==> src/rtl/prim_subreg_shadow_bank.sv <==
// Bank of shadowed registers: NumWrites identical SW writes commit a value. Update, timeout and storage errors are reported.
// Latency: q_o follows the committed regs directly, qe_o/err_* one cycle after the event; no backpressure (every write is consumed).
module prim_subreg_shadow_bank #(
  parameter int unsigned   NumRegs   = 4,
  parameter int unsigned   DW        = 32,
  parameter int unsigned   NumWrites = 2,
  parameter int unsigned   Timeout   = 0,
  parameter logic [DW-1:0] RESVAL    = '0
) (
  input  logic                                   clk_i,
  input  logic                                   rst_i,
  input  logic [NumRegs-1:0]                     sel_i,
  input  logic                                   we_i,
  input  logic [DW-1:0]                          wd_i,
  input  logic                                   re_i,
  output logic [NumRegs*DW-1:0]                  q_o,
  output logic [NumRegs-1:0]                     qe_o,
  output logic [NumRegs*$clog2(NumWrites)-1:0]   phase_o,
  output logic [NumRegs-1:0]                     err_update_o,
  output logic [NumRegs-1:0]                     err_storage_o,
  output logic                                   err_timeout_o
);

  localparam int unsigned PW   = $clog2(NumWrites);
  localparam int unsigned TW   = (Timeout > 0) ? $clog2(Timeout + 1) : 1;
  localparam int unsigned TLim = (Timeout > 0) ? Timeout - 1 : 0;

  logic [NumRegs-1:0][DW-1:0] staged_q, staged_d;
  logic [NumRegs-1:0][DW-1:0] shadow_q, shadow_d;
  logic [NumRegs-1:0][DW-1:0] committed_q, committed_d;
  logic [NumRegs-1:0][PW-1:0] phase_q, phase_d;
  logic [NumRegs-1:0]         qe_q, qe_d, upd_q, upd_d, storage_q, storage_d, acc_vec;
  logic [TW-1:0]              tcnt_q, tcnt_d;
  logic                       tmo_q, tmo_d, one_hot, bad_wr, acc_any, any_busy;

  always_comb begin
    one_hot  = $onehot(sel_i);
    bad_wr   = we_i & ~one_hot;
    acc_vec  = {NumRegs{we_i & one_hot}} & sel_i & ~storage_q;
    acc_any  = |acc_vec;
    any_busy = 1'b0;
    for (int i = 0; i < NumRegs; i++) begin
      any_busy = any_busy | (phase_q[i] != '0);
    end
    // An accepted write in the expiry cycle restarts the window instead of timing out.
    tmo_d = (Timeout > 0) && any_busy && !acc_any && (tcnt_q == TW'(TLim));
    if ((Timeout == 0) || acc_any || tmo_d || !any_busy) begin
      tcnt_d = '0;
    end else begin
      tcnt_d = tcnt_q + 1'b1;
    end

    staged_d    = staged_q;
    shadow_d    = shadow_q;
    committed_d = committed_q;
    phase_d     = phase_q;
    qe_d        = '0;
    upd_d       = '0;
    storage_d   = storage_q;
    for (int i = 0; i < NumRegs; i++) begin
      if (storage_q[i]) begin
        phase_d[i] = '0;
      end else if (acc_vec[i]) begin
        if (phase_q[i] == '0) begin
          staged_d[i] = ~wd_i;
          phase_d[i]  = PW'(1);
        end else if (wd_i != ~staged_q[i]) begin
          phase_d[i] = '0;
          upd_d[i]   = 1'b1;
        end else if (phase_q[i] == PW'(NumWrites - 1)) begin
          committed_d[i] = wd_i;
          shadow_d[i]    = ~wd_i;
          phase_d[i]     = '0;
          qe_d[i]        = 1'b1;
        end else begin
          phase_d[i] = phase_q[i] + 1'b1;
        end
      end else if (bad_wr && sel_i[i]) begin
        phase_d[i] = '0;
        upd_d[i]   = 1'b1;
      end else if (acc_any && (phase_q[i] != '0)) begin
        // Another channel was written mid-sequence: abort this one.
        phase_d[i] = '0;
        upd_d[i]   = 1'b1;
      end else if ((re_i && sel_i[i]) || tmo_d) begin
        phase_d[i] = '0;
      end
      storage_d[i] = storage_q[i] | (~shadow_q[i] != committed_q[i]);
    end
  end

  always_ff @(posedge clk_i) begin
    if (rst_i) begin
      staged_q    <= {NumRegs{~RESVAL}};
      shadow_q    <= {NumRegs{~RESVAL}};
      committed_q <= {NumRegs{RESVAL}};
      phase_q     <= '0;
      qe_q        <= '0;
      upd_q       <= '0;
      storage_q   <= '0;
      tcnt_q      <= '0;
      tmo_q       <= 1'b0;
    end else begin
      staged_q    <= staged_d;
      shadow_q    <= shadow_d;
      committed_q <= committed_d;
      phase_q     <= phase_d;
      qe_q        <= qe_d;
      upd_q       <= upd_d;
      storage_q   <= storage_d;
      tcnt_q      <= tcnt_d;
      tmo_q       <= tmo_d;
    end
  end

  assign q_o           = committed_q;
  assign qe_o          = qe_q;
  assign phase_o       = phase_q;
  assign err_update_o  = upd_q;
  assign err_storage_o = storage_q;
  assign err_timeout_o = tmo_q;

endmodule

==> config.mk <==
export PLATFORM = sky130hd
export DESIGN_NAME = prim_subreg_shadow_bank
export DESIGN_NICKNAME = d
export VERILOG_FILES = /design/src/rtl/prim_subreg_shadow_bank.sv
export SDC_FILE = /design/constraint.sdc
export NUM_CORES = 1
export LEC_CHECK = 0
export ABC_AREA = 1
export ABC_CLOCK_PERIOD_IN_PS = 3500
export BUFFER_PORTS_ARGS = -buffer_cell sky130_fd_sc_hd__buf_4
export CORE_UTILIZATION = 55
export DETAILED_ROUTE_END_ITERATION = 12
export PLACE_DENSITY_LB_ADDON = 0.08
export SLEW_MARGIN = 0
export SYNTH_ARGS = -nofsm -noshare
export SYNTH_HDL_FRONTEND = slang
export SYNTH_SLANG_ARGS = --single-unit
export TNS_END_PERCENT = 10
==> constraint.sdc <==
create_clock -name clk_i -period 3.5 [get_ports clk_i]
set_input_delay 0.35 -clock clk_i [delete_from_list [all_inputs] [get_ports clk_i]]
set_output_delay 0.35 -clock clk_i [all_outputs]
set_load 0.02 [all_outputs]
==> flow_metrics.env <==
export IMPL_synth_flop_cell="dfxtp_1"
export IMPL_drtPass1Iterations=7
export IMPL_finalSetupTns_ps=0
export IMPL_synthArstFlopShare=0
export IMPL_cp_required_ps=3950
export IMPL_yosysTopAreaCell="dfxtp_1"
export IMPL_slew_viol_final=0
export IMPL_grt_use_met2=0.515
export IMPL_cts_tree="done"
export IMPL_io_pins=185
export IMPL_p_int_w=0.00768
export IMPL_worst_setup_path_type="input port to flop"
export IMPL_wire_per_inst_um=17.3
export IMPL_rsz0062_at_grt="no"
export IMPL_pwr_share_comb=0.075
export IMPL_synth_mux_area_fraction=0
export IMPL_grt_use_total=0.310
export IMPL_antenna_found_initial=2
export IMPL_cts_buffer_depth=3
export IMPL_ctsHoldBuffers=0
export IMPL_grt_pass1_wl_um=86400
export IMPL_hp_class="input port to flop"
export IMPL_synth_adder_area_share=0.00240
export IMPL_htreeDepth=2
export IMPL_yosysMostFrequentCell="nand2_1"
export IMPL_syn_to_final_growth_pct=14.3
export IMPL_grt_max_degree=77
export IMPL_cts_made_buffers=44
export IMPL_crit_fanout=34
export IMPL_antenna_left=0
export IMPL_vias_per_cell=5.44
export IMPL_fin_crit_ps=2810
export IMPL_setup_viol=0
export IMPL_cts_resized=0
export IMPL_cp_slowest_stage_delay_ps=530
export IMPL_io_buffers=183
export IMPL_wirelength_um=55600
export IMPL_drtIter0Drc=1378
export IMPL_yosys_top_cells_area="dfxtp_1 43%, nand2_1 18%, a21oi_1 7.4%, nand4_1 5.5%, inv_1 4.9%"
export IMPL_power_switching_w=0.00246
export IMPL_avgSynthCellArea_sq_um=7.05
export IMPL_drv_cap=0
export IMPL_drive_gt1_frac=0.112
export IMPL_cts_sinks=400
export IMPL_routed_via_count=17500
export IMPL_die_h_um=187
export IMPL_synth_xor_area_frac=0.0485
export IMPL_max_slew_margin=0.416
export IMPL_syn_inst=2658
export IMPL_worst_pin_slew_ps=876
export IMPL_fmax_mhz=356
export IMPL_crit_chain="buf_4 -> inv_1 -> fa_1 -> inv_1 -> ha_1 -> ha_1 -> nand3b_1 -> nor2_2 -> nand2_1 -> nor2_2 -> buf_4 -> nand4_1 -> a21oi_1"
export IMPL_fin_nets=2787
export IMPL_grt_busiest_layer="met2"
export IMPL_synth_simple_area_share=0.290
export IMPL_end_kind="flop"
export IMPL_worst_path_max_delay_cell="fa_1"
export IMPL_p_sw_frac=0.242
export IMPL_power_density_nw_per_um2=474
export IMPL_skew_ps=26.6
export IMPL_synth_top_family_by_area="simple AND/OR/NAND/NOR gates"
export IMPL_grt_pass1_vias=16000
export IMPL_clk_pin_slew_worst_paths_ps=60
export IMPL_crit_path_start_kind="input port"
export IMPL_start_util=0.559
export IMPL_dpl_hpwl_um=35100
export IMPL_dieArea_sq_um=34800
export IMPL_place_congestion=0.868
export IMPL_root_buffer="clkbuf_16"
export IMPL_p_seq_frac=0.466
export IMPL_p_leak_nw=10.7
export IMPL_dieWidth_um=187
export IMPL_finalHoldViolCount=0
export IMPL_synth_nets=2701
export IMPL_period_share=0.802
export IMPL_grt_met3_usage=0.0478
export IMPL_core_area_sq_um=33500
export IMPL_synth_area_sq_um=18700
export IMPL_crit_start="sel_i[0]"
export IMPL_yosysTopAreaCellShare=0.427
export IMPL_synth_distinct_cells=37
export IMPL_std_cell_rows=67
export IMPL_synth_compound_area_frac=0.129
export IMPL_ys_seq_elements=400
export IMPL_cp_arrival_ps=3260
export IMPL_clkPwrFrac=0.459
export IMPL_gr_total_overflow=0
export IMPL_grtUsageMet1=0.402
export IMPL_ys_top_cells_by_count="879 x nand2_1, 400 x dfxtp_1, 278 x a21oi_1"
export IMPL_drc=0
export IMPL_clock_insertion_delay_worst_skew_ps=550
export IMPL_holdWs_ps=147
export IMPL_ir_drop_mv=0.564
export IMPL_synth_edff_count=0
export IMPL_seq_area_frac_synth=0.427
export IMPL_outcome="finished clean"
export IMPL_hp_start="sel_i[3]"
export IMPL_post_cts_buffers=0
export IMPL_ys_warn_count=0
export IMPL_rr_startpoint="staged_q[88]"
[through the flow]
step | utilization | area, sq um | power (W) | std cells | setup WS, ps
floorplan | - | 18700 | 0.00532 | 2658 | 756
global placement | 0.595 | 20000 | 0.00556 | 3146 | 207
detailed placement | 0.595 | 20000 | 0.00557 | 3146 | 171
CTS | 0.638 | 21400 | 0.0102 | 3222 | 721
global route | 0.639 | 21400 | 0.0105 | 3223 | 521
finish | 0.639 | 21400 | 0.0101 | 3224 | 692
[state kept, by name (all words and copies together) (netlist names)]
signal and cells:
phase_o 4, staged_q 128, err_storage_o 4, qe_o 4, err_update_o 4, shadow_q 128
q_o 128
[placed cells by master, fill, tap and decap left out, drive strengths merged, types with 3 or more instances in the layout]
| master | count |
|---|---|
| nand2 | 881 |
| dfxtp | 400 |
| a21oi | 278 |
| inv | 245 |
| buf | 212 |
| nor2 | 169 |
| nand4 | 165 |
| o21ai | 144 |
| clkbuf | 66 |
| xor2 | 54 |
| xnor2 | 48 |
| nor3 | 29 |
| o21a | 17 |
| nand3 | 14 |
| o211ai | 9 |
| clkinv | 8 |
| a211oi | 7 |
| or2 | 6 |
| nor4 | 4 |
| and2 | 4 |
| a22o | 3 |
| bufinv | 3 |
[kinds of logic after synthesis]
group,count (synthesis)
other,1
adders and majority gates,3
buffers and inverters,418
AOI/OAI and AO/OA,461
xor gates and xnor gates,102
DFF,400
and+or+nand+nor,1273
[final timing paths]
| check | slack (ps) | cells after the start | end |
|---|---|---|---|
| worst max register to register | 1310 | 10 | shadow_q[74] |
| worst min register to register | 490 | 2 | q_o[26] |
| worst max-delay path | 690 | 13 | q_o[101] |
| worst min-delay path | 150 | 4 | phase_o[3] |
[per-layer routing]
| metal | up-vias | share of wire |
|---|---|---|
| met5 | - | 0 |
| met4 | 0 | 0.039 |
| met3 | 124 | 0.071 |
| met2 | 579 | 0.47 |
| met1 | 8143 | 0.42 |
| li1 | 8700 | - |
[critical path: cells and delay by family]
kind	cells	cell delay (ps)
adder cells (fa/ha/maj)	3	980
buffers and inverters	4	660
AND/OR/NAND/NOR	5	1000
AO/OA/AOI/OAI	1	240
[final cells by class]
type	instances	area, sq um
inverter	245	922
tap	448	561
multi-input combinational	1840	8800
sequential	400	8010
fill	3040	12100
timing repair buffer	213	1670
clock buffer	65	1320
clock inverter	11	130
antenna	2	5.00
[power groups by stage]
stage | combinational [W] | sequential, W | clock, W
floorplan | 0.000500 | 0.00482 | 0
detailed placement | 0.000745 | 0.00483 | 0
global route | 0.000834 | 0.00474 | 0.00490
CTS | 0.000749 | 0.00473 | 0.00472
global placement | 0.000735 | 0.00482 | 0
finish | 0.000758 | 0.00473 | 0.00466
Power figures use the tool's default switching activity.
